`src/rtl/core_regfile_pkg.sv`:
```
// Shared constants and helpers for the multi-port register file: address width,
// the hard-wired zero register and the highest-index-wins port selector.
package core_regfile_pkg;

  localparam int REG_ZERO  = 0;
  localparam int MAX_PORTS = 4;

  function automatic int unsigned regfile_aw(input int unsigned nregs);
    return $clog2(nregs);
  endfunction

  // Highest set request bit wins; callers only consult the result when req != 0.
  function automatic int unsigned prio_sel(input logic [MAX_PORTS-1:0] req);
    int unsigned idx = 0;
    for (int i = 0; i < MAX_PORTS; i++) begin
      if (req[i]) idx = i;
    end
    return idx;
  endfunction

endpackage

```
`src/rtl/core_regfile_if.sv`:
```
// Read/write/issue bundle of the register file; master = pipeline side, slave = register file.
interface core_regfile_if #(
  parameter int XLEN  = 64,
  parameter int NREGS = 32,
  parameter int NRD   = 2,
  parameter int NWR   = 1
);
  import core_regfile_pkg::*;
  localparam int AW = regfile_aw(NREGS);

  logic [NRD*AW-1:0]   rs_addr;
  logic [NRD*XLEN-1:0] rs_data;
  logic [NRD-1:0]      rs_busy;
  logic [NRD-1:0]      rs_perr;
  logic [NWR-1:0]      rd_wen;
  logic [NWR*AW-1:0]   rd_addr;
  logic [NWR*XLEN-1:0] rd_wdata;
  logic                iss_en;
  logic [AW-1:0]       iss_addr;
  logic                flush;
  logic                busy_any;

  modport master (
    output rs_addr, rd_wen, rd_addr, rd_wdata, iss_en, iss_addr, flush,
    input  rs_data, rs_busy, rs_perr, busy_any
  );

  modport slave (
    input  rs_addr, rd_wen, rd_addr, rd_wdata, iss_en, iss_addr, flush,
    output rs_data, rs_busy, rs_perr, busy_any
  );

endinterface

```
`src/rtl/core_regfile_sb.sv`:
```
// Pending-write scoreboard: one bit per register, flush -> writeback clear -> issue set.
module core_regfile_sb
  import core_regfile_pkg::*;
#(
  parameter int NREGS = 32,
  parameter int NWR   = 1,
  parameter int AW    = 5
) (
  input  logic              g_clk,
  input  logic              g_resetn,
  input  logic              flush,
  input  logic [NWR-1:0]    clr_en,
  input  logic [NWR*AW-1:0] clr_addr,
  input  logic              iss_en,
  input  logic [AW-1:0]     iss_addr,
  output logic [NREGS-1:0]  pending,
  output logic              busy_any
);

  logic [NREGS-1:0] pending_nxt;

  always_comb begin
    // NOTE: the full default comes first so every path assigns pending_nxt and no latch is inferred.
    pending_nxt = flush ? '0 : pending;
    for (int w = 0; w < NWR; w++) begin
      if (clr_en[w]) pending_nxt[clr_addr[w*AW +: AW]] = 1'b0;
    end
    // Issue is applied last so a new producer outranks a same-cycle writeback.
    if (iss_en && (iss_addr != AW'(REG_ZERO))) pending_nxt[iss_addr] = 1'b1;
  end

  always_ff @(posedge g_clk) begin
    // NOTE: state uses non-blocking assignments so every flop samples pre-edge values.
    if (!g_resetn) begin
      pending  <= '0;
      busy_any <= 1'b0;
    end else begin
      pending  <= pending_nxt;
      busy_any <= |pending_nxt;
    end
  end

endmodule

```
`src/rtl/core_regfile_mp.sv`:
```
// Multi-port register file with same-cycle forwarding and RAW busy reporting.
// Optional per-register even parity is built when CORE_REGFILE_PARITY_EN is defined.
module core_regfile_mp
  import core_regfile_pkg::*;
#(
  parameter int XLEN  = 64,
  parameter int NREGS = 32,
  parameter int NRD   = 2,
  parameter int NWR   = 1
) (
  input  logic         g_clk,
  input  logic         g_resetn,
  core_regfile_if.slave bus
);

  localparam int AW = regfile_aw(NREGS);
  typedef logic [AW-1:0]   addr_t;
  typedef logic [XLEN-1:0] word_t;

  word_t                regs     [NREGS];
  logic [MAX_PORTS-1:0] wr_hit   [NREGS];
  word_t                win_data [NREGS];
  logic [NREGS-1:0]     pending;
`ifdef CORE_REGFILE_PARITY_EN
  logic                 par      [NREGS];
`endif

  // Per-register write arbitration: the highest-index enabled port targeting r wins.
  always_comb begin
    for (int r = 0; r < NREGS; r++) begin
      wr_hit[r] = '0;
      for (int w = 0; w < NWR; w++) begin
        wr_hit[r][w] = bus.rd_wen[w] && (bus.rd_addr[w*AW +: AW] == AW'(r));
      end
      win_data[r] = bus.rd_wdata[prio_sel(wr_hit[r])*XLEN +: XLEN];
    end
  end

  always_ff @(posedge g_clk) begin
    if (!g_resetn) begin
      // NOTE: storage is a flop array, not a RAM macro, so it can and must be cleared by reset.
      for (int r = 0; r < NREGS; r++) begin
        regs[r] <= '0;
`ifdef CORE_REGFILE_PARITY_EN
        par[r]  <= 1'b0;
`endif
      end
    end else begin
      for (int r = 1; r < NREGS; r++) begin
        if (|wr_hit[r]) begin
          regs[r] <= win_data[r];
`ifdef CORE_REGFILE_PARITY_EN
          par[r]  <= ^win_data[r];
`endif
        end
      end
    end
  end

  core_regfile_sb #(
    .NREGS(NREGS),
    .NWR  (NWR),
    .AW   (AW)
  ) u_sb (
    .g_clk   (g_clk),
    .g_resetn(g_resetn),
    .flush   (bus.flush),
    .clr_en  (bus.rd_wen),
    .clr_addr(bus.rd_addr),
    .iss_en  (bus.iss_en),
    .iss_addr(bus.iss_addr),
    .pending (pending),
    .busy_any(bus.busy_any)
  );

  // Read ports: x0 first, then same-cycle forwarding, then storage.
  always_comb begin
    bus.rs_data = '0;
    bus.rs_busy = '0;
    bus.rs_perr = '0;
    for (int p = 0; p < NRD; p++) begin
      addr_t                a;
      logic [MAX_PORTS-1:0] fwd_hit;
      a       = bus.rs_addr[p*AW +: AW];
      fwd_hit = '0;
      for (int w = 0; w < NWR; w++) begin
        fwd_hit[w] = bus.rd_wen[w] && (bus.rd_addr[w*AW +: AW] == a);
      end
      if (a == AW'(REG_ZERO)) begin
        bus.rs_data[p*XLEN +: XLEN] = '0;
      end else if (|fwd_hit) begin
        bus.rs_data[p*XLEN +: XLEN] = bus.rd_wdata[prio_sel(fwd_hit)*XLEN +: XLEN];
      end else begin
        bus.rs_data[p*XLEN +: XLEN] = regs[a];
      end
      // A write landing this cycle resolves the hazard because its data is forwarded.
      bus.rs_busy[p] = pending[a] && !(|fwd_hit);
`ifdef CORE_REGFILE_PARITY_EN
      if ((a != AW'(REG_ZERO)) && !(|fwd_hit)) bus.rs_perr[p] = par[a] ^ (^regs[a]);
`endif
    end
  end

endmodule

```
`src/flat_wrapper.sv`:
```
// flat-port wrapper written by rule: the top's interface ports become plain ports
module core_regfile_mp_flat import core_regfile_pkg::*;
#(
  parameter int XLEN  = 64,
  parameter int NREGS = 32,
  parameter int NRD   = 2,
  parameter int NWR   = 1
)
  (g_clk, g_resetn, bus_rs_addr, bus_rd_wen, bus_rd_addr, bus_rd_wdata, bus_iss_en, bus_iss_addr, bus_flush, bus_rs_data, bus_rs_busy, bus_rs_perr, bus_busy_any);
  core_regfile_if #(.XLEN(XLEN), .NREGS(NREGS), .NRD(NRD), .NWR(NWR)) bus_i ();
  input  logic g_clk;
  input  logic g_resetn;
  input wire logic [$bits(bus_i.rs_addr)-1:0] bus_rs_addr;
  input wire logic [$bits(bus_i.rd_wen)-1:0] bus_rd_wen;
  input wire logic [$bits(bus_i.rd_addr)-1:0] bus_rd_addr;
  input wire logic [$bits(bus_i.rd_wdata)-1:0] bus_rd_wdata;
  input wire logic [$bits(bus_i.iss_en)-1:0] bus_iss_en;
  input wire logic [$bits(bus_i.iss_addr)-1:0] bus_iss_addr;
  input wire logic [$bits(bus_i.flush)-1:0] bus_flush;
  output wire logic [$bits(bus_i.rs_data)-1:0] bus_rs_data;
  output wire logic [$bits(bus_i.rs_busy)-1:0] bus_rs_busy;
  output wire logic [$bits(bus_i.rs_perr)-1:0] bus_rs_perr;
  output wire logic [$bits(bus_i.busy_any)-1:0] bus_busy_any;
  assign bus_i.rs_addr = bus_rs_addr;
  assign bus_i.rd_wen = bus_rd_wen;
  assign bus_i.rd_addr = bus_rd_addr;
  assign bus_i.rd_wdata = bus_rd_wdata;
  assign bus_i.iss_en = bus_iss_en;
  assign bus_i.iss_addr = bus_iss_addr;
  assign bus_i.flush = bus_flush;
  assign bus_rs_data = bus_i.rs_data;
  assign bus_rs_busy = bus_i.rs_busy;
  assign bus_rs_perr = bus_i.rs_perr;
  assign bus_busy_any = bus_i.busy_any;
  core_regfile_mp #(.XLEN(XLEN), .NREGS(NREGS), .NRD(NRD), .NWR(NWR)) u_core (.g_clk(g_clk), .g_resetn(g_resetn), .bus(bus_i));
endmodule
```
`config.mk`:
```
export PLATFORM = sky130hd
export DESIGN_NAME = core_regfile_mp_flat
export DESIGN_NICKNAME = d
export VERILOG_FILES = /design/src/rtl/core_regfile_pkg.sv /design/src/rtl/core_regfile_if.sv /design/src/rtl/core_regfile_sb.sv /design/src/rtl/core_regfile_mp.sv /design/src/flat_wrapper.sv
export SDC_FILE = /design/constraint.sdc
export NUM_CORES = 2
export LEC_CHECK = 0
export ABC_AREA = 1
export CAP_MARGIN = 20
export CORE_AREA = 3 3 520 522
export CTS_CLUSTER_SIZE = 30
export DETAILED_ROUTE_END_ITERATION = 12
export DIE_AREA = 0 0 523 525
export HOLD_SLACK_MARGIN = 0.1
export SLEW_MARGIN = 20
export SYNTH_ARGS = -nofsm -noshare
export SYNTH_HDL_FRONTEND = slang
export SYNTH_SLANG_ARGS = --single-unit
```
`constraint.sdc`:
```
create_clock -name g_clk -period 6.8 [get_ports g_clk]
set_input_delay 1.36 -clock g_clk [delete_from_list [all_inputs] [get_ports g_clk]]
set_output_delay 1.36 -clock g_clk [all_outputs]
set_load 0.005 [all_outputs]
```
==> flow_summary.toml <==
[finish]
stdcell_count = 15800
finalInstanceArea_um2 = 118000
finalNetCount = 12100
layout_common_cells = "nand2_1 (2536), nor2_1 (2415), edfxtp_1 (1984)"
final_common_cell = "nand2_1"
drive_above_1_share = 0.0507
area_growth_pct = 11.4

[clock_tree]
cts_root_buffer = "clkbuf_16"
cts_made_buffers = 213
clk_path_buf_depth = 3
ctsResizeCount = 0
clk_latency_ns = 0.93
clkSlewWorstSetupHoldPaths_ns = 0.06
post_cts_buffers = 0
holdBufCountCts = 0
tritoncts = "yes"
cts_sinks = 2017
htreeDepth = 4

[placed_design]
dp_hpwl_um = 243000
port_buffers = 219
gp_congestion = 0.874
place_area_um2 = 112000
numPlacedInstances = 15400

[yosys]
ys_seq_elements = 2017
ys_warn_count = 0
synth_cells = 12400
ys_seq_area_frac = 0.568
synth.distinct_cells = 37
synth_area_um2 = 106000
syn_area_per_cell_um2 = 8.57

[global_routing]
track_usage = 0.320
gr-total-overflow = 0
grt_antenna_before_repair = 18
grt_max_degree = 192
grt_pass1_wl_um = 647000
grt_pass1_vias = 94000

[sta]
slew-limit-headroom = 0.184
setup_viol = 0
rsz0062_at_grt = "no"
max_freq_ghz = 0.162
hold_slack_ns = 0.510
fin_crit_ns = 6.18
clock_skew_ns = 0.0233
period_share = 0.910
tightest_slew_ns = 1.22
finalHoldViolations = 0
drv_slew = 0

[floorplan]
start_util = 0.400
fp.dieH_um = 525
die_width_um = 523
core_area_um2 = 266000
core.rowCount = 189
dieArea_um2 = 275000
io_pins = 222

[drt]
drt_first_iter_violations = 16500
viasPerCell = 6.23
totalWireLength_um = 458000
wire_per_inst_um = 29.0
vias = 98400
drc = 0
dr.pass1.iters = 7
postRouteAntennaNets = 0

[outcome]
status = "finished clean"

[power_and_ir_drop]
peakVddDrop_uv = 300
power_leakage_nw = 44.5
p_total_mw = 30.8
p_per_area_nw_per_um2 = 260

[setup_path]
worst_setup_path_end_kind = "primary output"
arrival_ns = 4.82
worstSetupPathType = "input pin to primary output"
worst_ep_required_time_ns = 5.44
cp_max_fo = 38
startpoint_type = "input pin"

[job]
drv_cap = 0

[worst_hold_path]
hold_path_class = "flip-flop to flip-flop"
## worst max-delay path, cell delays in order
cell and delay [ns]:
clkdlybuf4s50_1 0.70, inv_1 0.23, o22ai_1 0.24, a21oi_2 0.11, nand3_4 0.31, buf_4 0.43, nand3_1 0.13, a21oi_1 0.57
buf_4 0.22, clkdlybuf4s50_1 0.50
## layout make-up
class	count	area, µm²
fillers	25000	147000
flip-flops and latches	2017	60200
multi-input cells	8593	38900
clock buffers	267	5570
repair buffers	466	5160
well taps	3533	4420
inverters	769	2950
clock inverters	127	972
diodes	14	35.0
## sequential cells by signal (all words and copies together), names as in the netlist
signal	cells
u_core.u_sb.busy_any	1
u_core.regs	1984
u_core.u_sb.pending	32
## report_power, final
part           leakage [nW]  switching (mW)  internal (mW)
clock                  3.22            5.18           6.17
sequential             19.3           0.392           14.6
combinational          22.0            3.25           1.21
total                  44.5            8.83           21.9
## per-stage QoR
step | setup slack (ns) | utilization | TNS [ns]
after detailed placement | 0.799 | 0.420 | 0
after CTS | 0.779 | 0.445 | 0
after global placement | 0.777 | 0.420 | 0
final | 0.615 | 0.445 | 0
after floorplan | -0.116 | - | -14.86
after global routing | 0.527 | 0.445 | 0
## per-layer routing
metal | routed length (µm) | vias up | share of wire | global-route usage
li1 | - | 41500 | - | -
met1 | 160000 | 46600 | 0.35 | 0.404
met2 | 199000 | 8346 | 0.44 | 0.490
met3 | 64500 | 1952 | 0.14 | 0.0771
met4 | 34200 | 12 | 0.075 | 0.209
met5 | 89 | - | 0.00019 | 0
## cells by family after synthesis
logic type,share of synthesized area
AOI/OAI and AO/OA,0.134
DFF,0.568
xor gates and xnor gates,0.0000826
and+or+nand+nor,0.228
buffers and inverters,0.0702
other,0.0000353
## synthesized netlist by cell type, drive strengths merged
library cell  count  area [µm²]
nor3             38         195
and3              2        12.5
o21a              2        15.0
o22ai            54         338
o21ai           910        4550
inv             769        2890
nor2           2423        9150
a31oi             6        37.5
o211ai          485        3640
nand4           121         757
o2111ai           4        35.0
nand2          2578        9680
edfxtp         1984       59600
a21oi          1031        5160
dfxtp            33         661
a211oi            1        7.51
nand3           879        4400
a22oi            55         413
conb              1        3.75
buf             597        3020
clkbuf          411        1540
xor2              1        8.76
o221ai            1        8.76
## path summary, 6_finish.rpt
check | end | slack [ns] | depth (start not counted) | startpoint
setup reg to reg | u_core.u_sb.busy_any | 5.09 | 10 | u_core.u_sb.pending[23]
hold / removal | u_core.u_sb.pending[0] | 0.51 | 2 | u_core.u_sb.pending[0]
setup / recovery | bus_rs_data[1] | 0.62 | 10 | bus_rd_addr[2]
hold reg to reg | u_core.u_sb.pending[0] | 0.51 | 2 | u_core.u_sb.pending[0]
(Power assumes the default switching activity.)
